## src/rtl/uart_rx.sv

```systemverilog
// uart_rx: 8N1 asynchronous serial receiver, LSB first, sampled mid-bit off a system-clock cycle counter.
// Latency: donerx rises HALF+9*BIT+1 cycles after the synchronised start edge (2 more from the pin).
// Backpressure: none; every byte is presented for exactly one cycle and rx_data holds until the next good frame.
//
// Ports:
//   clk        system clock, rising edge
//   rst        synchronous reset, active high; aborts any frame in progress
//   rx         serial line, asynchronous to clk, idles high
//   rx_data    last correctly framed byte
//   donerx     one-cycle pulse: rx_data has just been updated
//   frame_err  one-cycle pulse: stop bit was sampled low
//   busy       high whenever the receiver is not idle
//
// clk_freq/baud_rate must give at least 4 cycles per bit.
module uart_rx #(
  parameter int clk_freq  = 1000000,
  parameter int baud_rate = 9600
) (
  input  logic       clk,
  input  logic       rst,
  input  logic       rx,
  output logic [7:0] rx_data,
  output logic       donerx,
  output logic       frame_err,
  output logic       busy
);

  localparam int BIT  = clk_freq / baud_rate;
  localparam int HALF = BIT / 2;
  localparam int CW   = $clog2(BIT);

  // Counter values in the last cycle of a half-bit / full-bit interval.
  localparam logic [CW-1:0] HALF_LAST = CW'(HALF - 1);
  localparam logic [CW-1:0] BIT_LAST  = CW'(BIT - 1);

  typedef enum logic [2:0] {
    S_IDLE  = 3'd0,
    S_START = 3'd1,
    S_DATA  = 3'd2,
    S_STOP  = 3'd3,
    S_BREAK = 3'd4
  } state_t;

  state_t          r_state;
  state_t          w_next;

  logic [1:0]      r_sync;
  logic            w_rx_s;

  logic [CW-1:0]   r_cnt;
  logic [2:0]      r_bit;
  logic [7:0]      r_shift;
  logic [7:0]      r_rx_data;
  logic            r_donerx;
  logic            r_frame_err;

  logic            w_half;
  logic            w_tick;
  logic            w_busy;
  logic            w_sample_bit;
  logic            w_frame_ok;
  logic            w_frame_bad;
  logic            w_cnt_clr;

  // Two-flop synchroniser; resets to the idle (high) line level so a reset
  // never looks like a start bit.
  always_ff @(posedge clk) begin
    if (rst) begin
      r_sync <= 2'b11;
    end else begin
      r_sync <= {r_sync[0], rx};
    end
  end

  assign w_rx_s = r_sync[1];

  // The counter starts at 0 in the cycle after the start edge is seen, so
  // "counter == N-1" marks absolute cycle N of the current interval.
  assign w_half = (r_cnt == HALF_LAST);
  assign w_tick = (r_cnt == BIT_LAST);

  // ---------------------------------------------------------------- state
  always_ff @(posedge clk) begin
    if (rst) begin
      r_state <= S_IDLE;
    end else begin
      r_state <= w_next;
    end
  end

  // ----------------------------------------------------------- next state
  always_comb begin
    w_next = r_state;
    unique case (r_state)
      S_IDLE: begin
        if (!w_rx_s) w_next = S_START;
      end
      S_START: begin
        // A start bit that is high again at its centre was a glitch.
        if (w_half) w_next = w_rx_s ? S_IDLE : S_DATA;
      end
      S_DATA: begin
        if (w_tick && (r_bit == 3'd7)) w_next = S_STOP;
      end
      S_STOP: begin
        // Leave at mid-stop so a start bit straight after the stop bit is caught.
        if (w_tick) w_next = w_rx_s ? S_IDLE : S_BREAK;
      end
      S_BREAK: begin
        // A line held low must go high before another start can be seen.
        if (w_rx_s) w_next = S_IDLE;
      end
      default: w_next = S_IDLE;
    endcase
  end

  // -------------------------------------------------------------- outputs
  always_comb begin
    w_busy       = (r_state != S_IDLE);
    w_sample_bit = 1'b0;
    w_frame_ok   = 1'b0;
    w_frame_bad  = 1'b0;
    unique case (r_state)
      S_DATA: begin
        w_sample_bit = w_tick;
      end
      S_STOP: begin
        w_frame_ok  = w_tick &&  w_rx_s;
        w_frame_bad = w_tick && !w_rx_s;
      end
      default: begin
      end
    endcase
    // Restart interval timing on every state change and after each data bit.
    w_cnt_clr = (r_state == S_IDLE) || (r_state == S_BREAK) ||
                (r_state != w_next) || w_sample_bit;
  end

  // ------------------------------------------------------------- datapath
  always_ff @(posedge clk) begin
    if (rst) begin
      r_cnt       <= '0;
      r_bit       <= '0;
      r_shift     <= '0;
      r_rx_data   <= '0;
      r_donerx    <= 1'b0;
      r_frame_err <= 1'b0;
    end else begin
      if (w_cnt_clr) begin
        r_cnt <= '0;
      end else begin
        r_cnt <= r_cnt + 1'b1;
      end

      if (r_state == S_IDLE) begin
        r_bit <= '0;
      end else if (w_sample_bit) begin
        r_bit <= r_bit + 1'b1;
      end

      // LSB arrives first, so shift in from the top; after eight bits the
      // first one received sits in bit 0.
      if (w_sample_bit) begin
        r_shift <= {w_rx_s, r_shift[7:1]};
      end

      if (w_frame_ok) begin
        r_rx_data <= r_shift;
      end

      r_donerx    <= w_frame_ok;
      r_frame_err <= w_frame_bad;
    end
  end

  assign rx_data   = r_rx_data;
  assign donerx    = r_donerx;
  assign frame_err = r_frame_err;
  assign busy      = w_busy;

  // Both strobes are single-cycle and mutually exclusive by construction.
  a_excl : assert property (@(posedge clk) disable iff (rst) !(donerx && frame_err));
  a_done_pulse : assert property (@(posedge clk) disable iff (rst) donerx |=> !donerx);
  a_ferr_pulse : assert property (@(posedge clk) disable iff (rst) frame_err |=> !frame_err);

endmodule

```

## config.mk

```make
export PLATFORM = sky130hd
export DESIGN_NAME = uart_rx
export DESIGN_NICKNAME = d
export VERILOG_FILES = /design/src/rtl/uart_rx.sv
export SDC_FILE = /design/constraint.sdc
export NUM_CORES = 1
export LEC_CHECK = 0
export BUFFER_PORTS_ARGS = -buffer_cell sky130_fd_sc_hd__buf_2
export CORE_ASPECT_RATIO = 1.75
export CORE_MARGIN = 2
export CORE_UTILIZATION = 50
export CTS_BUF_LIST = sky130_fd_sc_hd__clkbuf_2
export DETAILED_ROUTE_END_ITERATION = 16
export PLACE_DENSITY_LB_ADDON = 0.25
export SLEW_MARGIN = 10
export SYNTH_ARGS = -nofsm -noshare
export SYNTH_HDL_FRONTEND = slang
export SYNTH_SLANG_ARGS = --single-unit
```

## constraint.sdc

```tcl
create_clock -name clk -period 1.7 [get_ports clk]
set_clock_uncertainty 0.1 [all_clocks]
set_input_delay 0.34 -clock clk [delete_from_list [all_inputs] [get_ports clk]]
set_output_delay 0.34 -clock clk [all_outputs]
set_load 0.05 [all_outputs]
```

==> run metrics <==
fin crit share 107%; largest net degree at the start of global routing 24; Pleak 0.815 nW; initial drt markers 27; H-tree level count 2; Top Metal Used met4; n_diodes 0; first-pass GRT wire length 4800 um; Area after DPL 1650 sq um; Total Routing Usage GR 19.6%; Core ar. 2720 sq um; Pins Over Slew Limit 0; Reg2Reg Depth 6; Setup CP Type reg2reg; Synth Net Count 151; Yosys top cell area share 45.7%; P&R area growth vs syn 31.0%; layout cell share with drive strength beyond 1 38.5%; Critical Path Fanout Max 4; clock buffer depth 2; Startpoint Class flip-flop; PwrDens 712 nW/um^2; Port Buffers 13; Synth Flop Type dfxtp_1; routed wl met3 84 um; antenna violations before repair 0; Hold WS 0.0359 ns; violated checks setup timing; post-synthesis cell count 145; final net count 192; clk_lat worst skew 0.37 ns; # rows 25; ys async rst share 0%; CP Cell Sequence ha_4 -> and3b_2 -> buf_6 -> nand2_4 -> or4b_4 -> a311oi_2; sequential area share after synthesis 45.7%; via count 1,196; synth unique cells 40; post-route setup slack -0.118 ns; Hold-fix buffers, CTS 0; CTS tree done; delay of the slowest cell on the worst path 0.51 ns; Req. time, crit path 1.88 ns; Max transition margin 70.9%; DP Wirelength 2120 um; die width 44.6 um; crit path capture type flip-flop; Fin. Hold Viols 0; final instance area 1890 sq um; worst flop-to-flop path startpoint r_cnt[0]; # setup viols final 22; vias in the first global route 1,144; DR vias/cell 5.59; Worst Setup EP r_state[0]; Crit-path slowest cell or4b_4; post-route ant nets 0; Residual DRC 0; register bit total from synthesis 33; Hold Startpoint rx; post-synthesis cell area 1450 sq um; outcome finished with violations; f_max 550 MHz; Tightest Pin Transition 0.436 ns; Starting Density 53.1%; Die Span Y 75.1 um; Final Wtd Congestion 0.919; post-layout minimum cycle time 1.82 ns; drt first pass iters 4; unrepaired setup endpoints after global routing yes; number of flops mapped to enable cells by yosys 0; WL final 3230 um; clk sinks 33; CTS root buf clkbuf_2; Fill cells 205; top cells by area, synth dfxtp_1 46%, mux2i_1 12%, nor2_1 6.2%; Worst Hold Class in2reg; I/O Pins 14; wire length on met1 1220 um; CTS buffer count 5; maxcap violations 0; Worst VDD drop 0.613 mV; WL per Instance 15.1 um; launch point of the worst path r_cnt[0]; syn avg cell area 9.97 sq um; GRT Residual Overflow 0; area of the multi-input gates 805 sq um; Die ar. 3350 sq um; flop2flop setup slack -0.12 ns; met2 wire len 1840 um; clock slew at reported path FFs 0.17 ns; Worst Path Arrival 2.00 ns; R2R Path End r_state[0]; YS warnings 0; register area 667 sq um; Synth area leader dfxtp_1
==> report_power, final <==
group / internal [W] / leakage, nW / switching, W / total, W
combinational: 0.0000255 / 0.506 / 0.0000381 / 0.0000636
clock: 0.000251 / 0.0406 / 0.000252 / 0.000503
sequential: 0.000779 / 0.269 / 0.00000322 / 0.000782
total: 0.00106 / 0.815 / 0.000293 / 0.00135
==> cell usage in the layout, fill, tap and decap left out, types with 6 or more instances in the layout <==
master,instances
buf_2,12
buf_4,22
clkbuf_2,6
dfxtp_1,28
mux2i_1,18
nor2_1,23
nor3_1,6
==> Yosys cell counts, drive strengths merged (2+ instances only) <==
master  count
a311oi      2
and3b       2
buf         5
clkbuf      2
dfxtp      33
ha          3
inv         2
mux2i      18
nand2       7
nand2b      5
nand3       5
nand3b      2
nor2       24
nor2b       2
nor3        7
nor4b       2
o21ai       2
or2         3
xnor2       4
==> stage by stage <==
stage	setup WS, ns	std cells	utilization [%]	power, W	setup TNS [ns]
after floorplan	0.0119	145	-	0.000831	0
after global placement	0.0174	196	60.6	0.000848	0
after detailed placement	-0.0585	196	60.6	0.000850	-0.193
after CTS	-0.0878	207	66.0	0.00135	-0.655
after global routing	-0.142	214	69.6	0.00140	-2.19
final	-0.118	214	69.6	0.00135	-0.676
==> worst min-delay path by stage <==
stage	end	cells past startpoint	slack [ns]
final	r_sync[0]	2	0.04
after global routing	r_sync[0]	2	0.03
after CTS	r_sync[0]	2	0.03
after detailed placement	r_sync[1]	1	0.31
after global placement	r_sync[1]	1	0.30
after floorplan	r_sync[1]	1	0.29
==> routing by layer <==
metal | vias up | global-route usage, %
met3 | 10 | 5.04
met2 | 24 | 37.4
li1 | 588 | -
met1 | 574 | 18.4
met4 | 0 | 9.43
met5 | - | 0
==> final cells by class <==
| class | instances | share of cell area, % |
|---|---|---|
| clock buffers | 6 | 1.59 |
| multi-input cells | 103 | 42.5 |
| repair buffers | 41 | 16.7 |
| inverters | 2 | 0.397 |
| flip-flops and latches | 33 | 35.2 |
| clock inverters | 2 | 1.78 |
| well taps | 27 | 1.78 |
==> timing repair <==
action	4_1_cts	5_1_grt
cloned	0	0
buffers inserted	3	7
pin swaps	8	6
gates resized for setup	12	15
setup endpoints to repair	8	28
==> cell families (layout without fill, tap and decap cells) <==
| logic type | after synthesis | count (layout) | synth area share (%) |
|---|---|---|---|
| AOI/OAI and AO/OA | 11 | 11 | 7.36 |
| xor gates and xnor gates | 5 | 5 | 3.03 |
| adders and majority gates | 3 | 3 | 2.60 |
| buffers and inverters | 9 | 51 | 3.55 |
| DFF | 33 | 33 | 45.7 |
| muxes | 18 | 18 | 12.5 |
| and+or+nand+nor | 66 | 66 | 25.3 |
==> registers in the layout, summed over array words and instances, names as in the netlist <==
name,flops
r_state,3
r_shift,8
r_bit,3
frame_err,1
donerx,1
rx_data,8
r_sync,2
r_cnt,7
==> critical path, delay by kind of cell, from the launching register on <==
kind / cells / cell delay [ns]
AOI/OAI and AO/OA: 1 / 0.19
buffers and inverters: 1 / 0.13
DFF: 1 / 0.39
and+or+nand+nor: 3 / 0.79
adders and majority gates: 1 / 0.13
Power figures use the tool's default switching activity.
